File: src/rtl/spi_slave_pkg.sv
// Shared definitions for the parametrised SPI slave: command encodings and FSM states.
package spi_slave_pkg;

  localparam logic [1:0] CMD_WR_ADDR = 2'b00;
  localparam logic [1:0] CMD_WR_DATA = 2'b01;
  localparam logic [1:0] CMD_RD_ADDR = 2'b10;
  localparam logic [1:0] CMD_RD_DATA = 2'b11;

  typedef enum logic [2:0] {
    IDLE    = 3'd0,
    CMD     = 3'd1,
    RX      = 3'd2,
    WAIT_TX = 3'd3,
    TX      = 3'd4
  } state_e;

endpackage

File: src/rtl/spi_shreg.sv
// MSB-first shift register shared by the receive and transmit paths of the SPI slave.
module spi_shreg
  import spi_slave_pkg::*;
#(
  parameter int DATA_W = 8
) (
  input  logic              clk,
  input  logic              rst_n,
  input  logic              load_i,
  input  logic              shift_i,
  input  logic [DATA_W-1:0] load_data_i,
  input  logic              shift_in_i,
  output logic [DATA_W-1:0] data_o,
  output logic              shift_out_o
);

  logic [DATA_W-1:0] data_q;
  logic [DATA_W-1:0] data_d;

  always_comb begin
    data_d = data_q;
    if (load_i) begin
      data_d = load_data_i;
    end else if (shift_i) begin
      data_d = {data_q[DATA_W-2:0], shift_in_i};
    end
  end

  always_ff @(posedge clk or negedge rst_n) begin
    if (!rst_n) begin
      data_q <= '0;
    end else begin
      data_q <= data_d;
    end
  end

  // Word as it will look once the current serial bit is in; lets the frame complete on its last edge.
  assign data_o      = {data_q[DATA_W-2:0], shift_in_i};
  assign shift_out_o = data_q[DATA_W-1];

endmodule

File: src/rtl/spi_slave_param.sv
// SPI slave front-end for the single-port RAM: 2-bit command + DATA_W payload frames,
// read-response with timeout, abort/sequence error pulses and a fixed idle MISO level.
//
// state   | meaning
// IDLE    | waiting for SS_n low; first low edge captures cmd[1]
// CMD     | capturing cmd[0]
// RX      | shifting in DATA_W payload bits
// WAIT_TX | RD_DATA received, waiting for tx_valid or timeout
// TX      | shifting read data out on MISO
module spi_slave_param
  import spi_slave_pkg::*;
#(
  parameter int   DATA_W     = 8,
  parameter int   TX_TIMEOUT = 16,
  parameter logic MISO_IDLE  = 1'b0
) (
  input  logic              clk,
  input  logic              rst_n,
  input  logic              SS_n,
  input  logic              MOSI,
  output logic              MISO,
  input  logic              tx_valid,
  input  logic [DATA_W-1:0] tx_data,
  output logic              rx_valid,
  output logic [DATA_W+1:0] rx_data,
  output logic              busy,
  output logic              frame_err,
  output logic              seq_err
);

  localparam int BC_W = $clog2(DATA_W + 1);
  localparam int TO_W = $clog2(TX_TIMEOUT + 1);
  localparam logic [BC_W-1:0] BIT_LAST = BC_W'(DATA_W - 1);
  localparam logic [TO_W-1:0] TO_LAST  = TO_W'(TX_TIMEOUT - 1);

  state_e            state_q, state_d;
  logic [1:0]        cmd_q, cmd_d;
  logic [BC_W-1:0]   bit_cnt_q, bit_cnt_d;
  logic [TO_W-1:0]   to_cnt_q, to_cnt_d;
  logic              miso_q, miso_d;
  logic [DATA_W+1:0] rx_data_q, rx_data_d;
  logic              rx_valid_q, rx_valid_d;
  logic              frame_err_q, frame_err_d;
  logic              seq_err_q, seq_err_d;
  logic              addr_seen_q, addr_seen_d;

  logic              sh_load;
  logic              sh_shift;
  logic [DATA_W-1:0] sh_data;
  logic              sh_out;

  spi_shreg #(
    .DATA_W (DATA_W)
  ) u_shreg (
    .clk         (clk),
    .rst_n       (rst_n),
    .load_i      (sh_load),
    .shift_i     (sh_shift),
    .load_data_i ({tx_data[DATA_W-2:0], 1'b0}),
    .shift_in_i  (MOSI),
    .data_o      (sh_data),
    .shift_out_o (sh_out)
  );

  always_ff @(posedge clk or negedge rst_n) begin
    if (!rst_n) begin
      state_q     <= IDLE;
      cmd_q       <= '0;
      bit_cnt_q   <= '0;
      to_cnt_q    <= '0;
      miso_q      <= MISO_IDLE;
      rx_data_q   <= '0;
      rx_valid_q  <= 1'b0;
      frame_err_q <= 1'b0;
      seq_err_q   <= 1'b0;
      addr_seen_q <= 1'b0;
    end else begin
      state_q     <= state_d;
      cmd_q       <= cmd_d;
      bit_cnt_q   <= bit_cnt_d;
      to_cnt_q    <= to_cnt_d;
      miso_q      <= miso_d;
      rx_data_q   <= rx_data_d;
      rx_valid_q  <= rx_valid_d;
      frame_err_q <= frame_err_d;
      seq_err_q   <= seq_err_d;
      addr_seen_q <= addr_seen_d;
    end
  end

  always_comb begin
    state_d     = state_q;
    cmd_d       = cmd_q;
    bit_cnt_d   = bit_cnt_q;
    to_cnt_d    = to_cnt_q;
    miso_d      = miso_q;
    rx_data_d   = rx_data_q;
    rx_valid_d  = 1'b0;
    frame_err_d = 1'b0;
    seq_err_d   = 1'b0;
    addr_seen_d = addr_seen_q;
    sh_load     = 1'b0;
    sh_shift    = 1'b0;

    // SS_n high mid-frame wins over everything else, including timeout and tx_valid.
    if (state_q != IDLE && SS_n) begin
      state_d     = IDLE;
      bit_cnt_d   = '0;
      to_cnt_d    = '0;
      miso_d      = MISO_IDLE;
      frame_err_d = 1'b1;
    end else begin
      case (state_q)
        IDLE: begin
          if (!SS_n) begin
            cmd_d   = {MOSI, cmd_q[0]};
            state_d = CMD;
          end
        end
        CMD: begin
          cmd_d     = {cmd_q[1], MOSI};
          bit_cnt_d = '0;
          state_d   = RX;
        end
        RX: begin
          sh_shift = 1'b1;
          if (bit_cnt_q == BIT_LAST) begin
            rx_data_d  = {cmd_q, sh_data};
            rx_valid_d = 1'b1;
            bit_cnt_d  = '0;
            if (cmd_q == CMD_RD_DATA) begin
              seq_err_d   = !addr_seen_q;
              addr_seen_d = 1'b0;
              to_cnt_d    = '0;
              state_d     = WAIT_TX;
            end else begin
              if (cmd_q == CMD_RD_ADDR) begin
                addr_seen_d = 1'b1;
              end
              state_d = IDLE;
            end
          end else begin
            bit_cnt_d = bit_cnt_q + 1'b1;
          end
        end
        WAIT_TX: begin
          if (tx_valid) begin
            sh_load   = 1'b1;
            miso_d    = tx_data[DATA_W-1];
            to_cnt_d  = '0;
            bit_cnt_d = '0;
            state_d   = TX;
          end else if (to_cnt_q == TO_LAST) begin
            frame_err_d = 1'b1;
            to_cnt_d    = '0;
            state_d     = IDLE;
          end else begin
            to_cnt_d = to_cnt_q + 1'b1;
          end
        end
        TX: begin
          if (bit_cnt_q == BIT_LAST) begin
            miso_d    = MISO_IDLE;
            bit_cnt_d = '0;
            state_d   = IDLE;
          end else begin
            sh_shift  = 1'b1;
            miso_d    = sh_out;
            bit_cnt_d = bit_cnt_q + 1'b1;
          end
        end
        default: begin
          state_d = IDLE;
        end
      endcase
    end
  end

  assign MISO      = miso_q;
  assign rx_valid  = rx_valid_q;
  assign rx_data   = rx_data_q;
  assign busy      = (state_q != IDLE);
  assign frame_err = frame_err_q;
  assign seq_err   = seq_err_q;

endmodule
File: config.mk
export PLATFORM = sky130hd
export DESIGN_NAME = spi_slave_param
export DESIGN_NICKNAME = d
export VERILOG_FILES = /design/src/rtl/spi_slave_pkg.sv /design/src/rtl/spi_shreg.sv /design/src/rtl/spi_slave_param.sv
export SDC_FILE = /design/constraint.sdc
export NUM_CORES = 1
export LEC_CHECK = 0
export BUFFER_PORTS_ARGS = -buffer_cell sky130_fd_sc_hd__buf_2
export CAP_MARGIN = 20
export CORE_MARGIN = 10
export CORE_UTILIZATION = 50
export CTS_CLUSTER_SIZE = 25
export DETAILED_ROUTE_END_ITERATION = 8
export PLACE_DENSITY = 0.71
export SETUP_SLACK_MARGIN = 0.02
export SLEW_MARGIN = 0
export SYNTH_ARGS = -nofsm -noshare
export SYNTH_HDL_FRONTEND = slang
export SYNTH_SLANG_ARGS = --single-unit
File: constraint.sdc
create_clock -name clk -period 2.15 [get_ports clk]
set_clock_uncertainty 0.15 [all_clocks]
set_input_delay 0.3225 -clock clk [delete_from_list [all_inputs] [get_ports clk]]
set_output_delay 0.3225 -clock clk [all_outputs]
set_load 0.02 [all_outputs]
-- Word-level counts from Yosys, hierarchy flattened
Cells that the tools add are included.
- output and inout bits: 15
- input bits: 13
- word-level logic and storage cells: 95
- register bits after elaboration: 37
- bitwise gates (word level): 4
- $add $sub $neg: 2
- eq/ne operators: 14
- reduce and logical (&&, ||, !) cells: 18
- mux-type cells: 45
- operator list (kind ; count):
    5-bit 2-to-1 mux ; 5
    1-bit 2-to-1 mux ; 21
    3-bit 2-to-1 mux ; 6
    8-bit 2-to-1 mux ; 2
    3-bit != test (second input constant) ; 5
    3-bit case mux with 5 select lines ; 1
    4-bit 2-to-1 mux ; 3
    4-bit case mux with 3 select lines ; 1
    4-bit AND reduction ; 3
    5-bit case mux with 2 select lines ; 1
    3-bit AND reduction ; 3
    3-bit nonzero test ; 3
    3-bit by 2-bit equality test with 1-bit output (second input constant) ; 2
    5-bit by 1-bit adder with 5-bit output (second input constant) ; 1
    5-bit by 4-bit equality test with 1-bit output (second input constant) ; 1
    4-bit by 1-bit adder with 4-bit output (second input constant) ; 1
    2-bit equality test (second input constant) ; 2
    4-bit by 3-bit equality test with 1-bit output (second input constant) ; 1
    2-bit 2-to-1 mux ; 2
    4-bit != test (second input constant) ; 1
    1-bit NOT ; 4
    1-bit case mux with 2 select lines ; 2
    2-bit case mux with 2 select lines ; 1
    2-bit AND reduction ; 2
    other kinds (8) ; 9

-- Longest topological paths before layout
- depth after elaboration: 6
- mapped depth: 7
- depth with buffers taken out: 5

-- By module
Synthesis repeated with hierarchy kept, for this count alone.
- cells, all modules: 191
- area total of the unflattened synthesis: 1805.5 um^2
- by module, submodules not included (module ; sequential area each (um^2) ; area each (um^2) ; cells an instance ; times used):
    spi_slave_param ; 725.7 ; 1425.1 ; 156 ; 1
    spi_shreg ; 200.2 ; 380.4 ; 35 ; 1

-- Least setup slack after synthesis
No wires, ideal clock.
- path type: register -> register
- from: reg bit_cnt_q[0]
- to: reg rx_data_q[3], in the netlist rx_data[3]
- cell stages (with the launch flop): 7
- buffers on the path: 2
- slack: 0.337 ns
- library setup time: 0.127 ns
- arrival time: 1.536 ns
- period minus slack after synthesis: 1.813 ns
- cells stage by stage: dfrtp_1 -> ha_1 -> and3b_1 -> and3_1 -> buf_4 -> buf_6 -> mux2_1
- longest elaborated chain between the ends: 2
- ends and longest elaborated chain (what ; line ; source):
    start, declared ; spi_slave_param.sv:38 ; logic [BC_W-1:0] bit_cnt_q, bit_cnt_d;
    start signal, assigned ; spi_slave_param.sv:80 ; bit_cnt_q <= bit_cnt_d;
    4-bit by 3-bit equality test with 1-bit output ; spi_slave_param.sv:127 ; if (bit_cnt_q == BIT_LAST) begin
    3-bit AND reduction (no line) ; -- ;
    end signal, assigned ; spi_slave_param.sv:83 ; rx_data_q <= rx_data_d;
    end, declared ; spi_slave_param.sv:41 ; logic [DATA_W+1:0] rx_data_q, rx_data_d;
Every way passes these cells.
A chain may end at the register's enable or synchronous reset.

-- Worst setup path after layout
- from: reg state_q[1]
- to: out busy
- longest elaborated chain between the ends: 1
- ends and longest elaborated chain (what ; line ; source):
    start, declared ; spi_slave_param.sv:36 ; state_e state_q, state_d;
    start signal, assigned ; spi_slave_param.sv:78 ; state_q <= state_d;
    3-bit nonzero test ; spi_slave_param.sv:182 ; assign busy = (state_q != IDLE);
    end, declared ; spi_slave_param.sv:26 ; output logic busy,
Every way passes these cells.

==> metrics.csv <==
metric,value,unit
status,"complete, no violations",
Reg2Reg Depth,5,
setup slack after layout,0.146,ns
die width,83.3,µm
Synth Area in Compound Gates,15.0,%
count of cell types in the netlist,54,
core area,0.00377,mm²
end point of the critical path,busy,
# diodes,0,
R2R Setup Slk,0.16,ns
Mapped Nets,191,
worst stage delay on the critical path,0.52,ns
PortBufs,27,
fmax,0.499,GHz
dpl hpwl,3030,µm
clk root buf,clkbuf_8,
Worst-Margin Slew,0.800,ns
"count leader, synth",dfrtp_1,
Post-Route Utilization,60.4,%
Mapped Avg Cell Area,11.4,µm²
Post-synth ARST share,100,%
Setup crit start,state_q[1],
Post-Synthesis Cells,176,
crit path cell chain,or3_1 > buf_2,
number of synthesized register bits,37,
number of global-route vias before repair,1457,
Total Routed Length,4090,µm
vias per cell,5.77,
first-pass GRT wire length,7230,µm
CP Max Fanout,16,
CP max stage cell,dfrtp_2,
CTS tree,built,
TritonCTS Buffers,5,
setup violators final,0,
# rows,22,
critical path type,reg2out,
Critical Path RT,1.68,ns
XOR/XNOR Fraction of Synth Area,0,%
fin crit share,93.2,%
Slew Limit Fails,0,
min Tclk post-route,2.00,ns
Wirelength per Cell,16.0,µm
WHS,0.169,ns
adder-cell area share of the yosys netlist,1.25,%
drt drc,0,
synth top area cells,"dfrtp_1, mux2_4, mux2_1",
Crit Reg-Reg Endpoint,u_shreg.data_q[7],
Final Hold Viols,0,
CTS max path bufs,2,
simple-gate portion of the synthesized area,14.6,%
Initial Util,53.2,%
Post-synth EDFFs,0,
synthesized area,0.00200,mm²
Hold Path Class,in2reg,
Leak,0.00111,µW
GR Overflow Total,0,
die area,0.00694,mm²
dpl ws,0.155,ns
power consumption,2330,µW
post-synth top area share,46.2,%
vias,1477,
clk slew on worst S/H paths,0.07,ns
VDD IR-drop max,0.489,mV
drt pass-1 iters,4,
io pins,28,
power per standard cell area,1020,mW/mm²
clk sinks,37,
largest net degree at the start of global routing,38,
Synth Flop Type,dfrtp_1,
ANT nets after route,0,
share of cells above drive strength 1,29.8,%
RSZ-0062 raised after global routing,false,
mux contribution to synthesized area,18.8,%
area delta synth->final,13.6,%
post-CTS setup buffer count,0,
Synth top cells by count,"dfrtp_1, mux2_4, mux2_1",
endpoint class of the critical path,output port,
clock latency on the worst-skew pair,0.28,ns
max-cap viol count,0,
Slew HR,46.7,%
H-Tree Level Count,2,
largest area contributor in the netlist,dfrtp_1,
Die Ht,83.3,µm
GRT Total Usage,12.3,%
largest family of logic cells by synthesized area,multiplexers,
worst hold stages,3,
nets,222,
worst reg2reg path startpoint,bit_cnt_q[0],
Worst Setup Start Kind,flop,
CP arrival,1.53,ns
sequential area share after synthesis,46.2,%
initial antenna violation count,0,
yosys warns,0,
RePlAce Congestion,0.871,
1st-iter DRT viols,62,
TNS Setup,0,ns
==> layout make-up <==
type	instances	area, µm²
clock buffers	6	72.6
repair buffers	34	190
clock inverters	2	10.0
fillers	319	1490
inverters	6	22.5
flip-flops and latches	37	927
well taps	48	60.1
multi-input cells	123	995
==> flip-flops by register name, indices dropped and copies added (netlist names) <==
signal and count:
rx_data 10, u_shreg.data_q 8, to_cnt_q 5, bit_cnt_q 4, state_q 3, cmd_q 2
MISO 1, addr_seen_q 1, frame_err 1, rx_valid 1, seq_err 1
==> critical path: cells and delay by family, from the launching register on <==
| kind | cells | cell delay, ns |
|---|---|---|
| and+or+nand+nor | 1 | 0.52 |
| buffers and inverters | 1 | 0.21 |
| DFF | 1 | 0.52 |
==> worst min path at each step <==
| stage | from | to | slack (ns) |
|---|---|---|---|
| 3_5_place_dp | addr_seen_q | seq_err | 0.29 |
| 6_report | MOSI | u_shreg.data_q[0] | 0.17 |
| 4_1_cts | MOSI | u_shreg.data_q[0] | 0.17 |
| 3_3_place_gp | addr_seen_q | seq_err | 0.27 |
| 2_1_floorplan | rst_n | MISO | -0.12 |
| 5_1_grt | MOSI | cmd_q[1] | 0.18 |
==> stage by stage <==
stage	std cells	area [µm²]
finish	256	2280
CTS	256	2280
global placement	247	2180
floorplan	176	2000
global route	256	2280
detailed placement	247	2180
==> repair_timing <==
action / CTS / global route
resized for setup: 0 / 1
setup endpoints to repair: 0 / 1
hold endpoints to repair: 19 / 0
hold buffers: 1 / 0
==> layer usage <==
| layer | part of all wire (%) | track usage [%] | up-vias | wire (µm) |
|---|---|---|---|---|
| li1 | - | - | 711 | - |
| met3 | 4.8 | 4.59 | 4 | 198 |
| met2 | 48 | 18.6 | 27 | 1970 |
| met5 | 0 | 0 | - | 0 |
| met1 | 46 | 15.7 | 735 | 1890 |
| met4 | 0.76 | 4.31 | 0 | 31 |
==> report_power, final <==
part	switching [µW]	total (µW)	leakage, µW	internal [µW]
Clock	232	457	0.0000450	224
Sequential	175	1020	0.000484	848
Combinational	419	849	0.000584	429
==> logic make-up (layout without fill, tap and decap cells) <==
| family | count (synthesis) | in the layout |
|---|---|---|
| adder cells (fa/ha/maj) | 2 | 2 |
| buffers and inverters | 16 | 48 |
| AND/OR/NAND/NOR | 51 | 51 |
| flip-flops | 37 | 37 |
| multiplexers | 29 | 29 |
| AO/OA/AOI/OAI | 41 | 41 |
==> layout by cell type (no fill, tap or decap), types with 2 or more instances in the layout <==
master / netlist / final
mux2_1: 12 / 12
a221o_1: 2 / 2
and3_1: 2 / 2
buf_2: 4 / 27
dfrtp_1: 37 / 36
a22oi_1: 3 / 3
ha_1: 2 / 2
nor3_1: 2 / 2
a21oi_1: 5 / 5
nor2b_1: 5 / 5
o21ai_0: 8 / 8
nand3_1: 6 / 6
clkbuf_8: 0 / 5
nand2_1: 11 / 11
buf_4: 1 / 6
and3b_1: 3 / 3
clkinv_2: 0 / 2
nor4_1: 2 / 2
nor2_1: 6 / 6
o21ai_1: 4 / 4
mux2_4: 14 / 14
mux2i_1: 2 / 2
nand2b_1: 5 / 5
inv_1: 5 / 5
(Power assumes the default switching activity.)
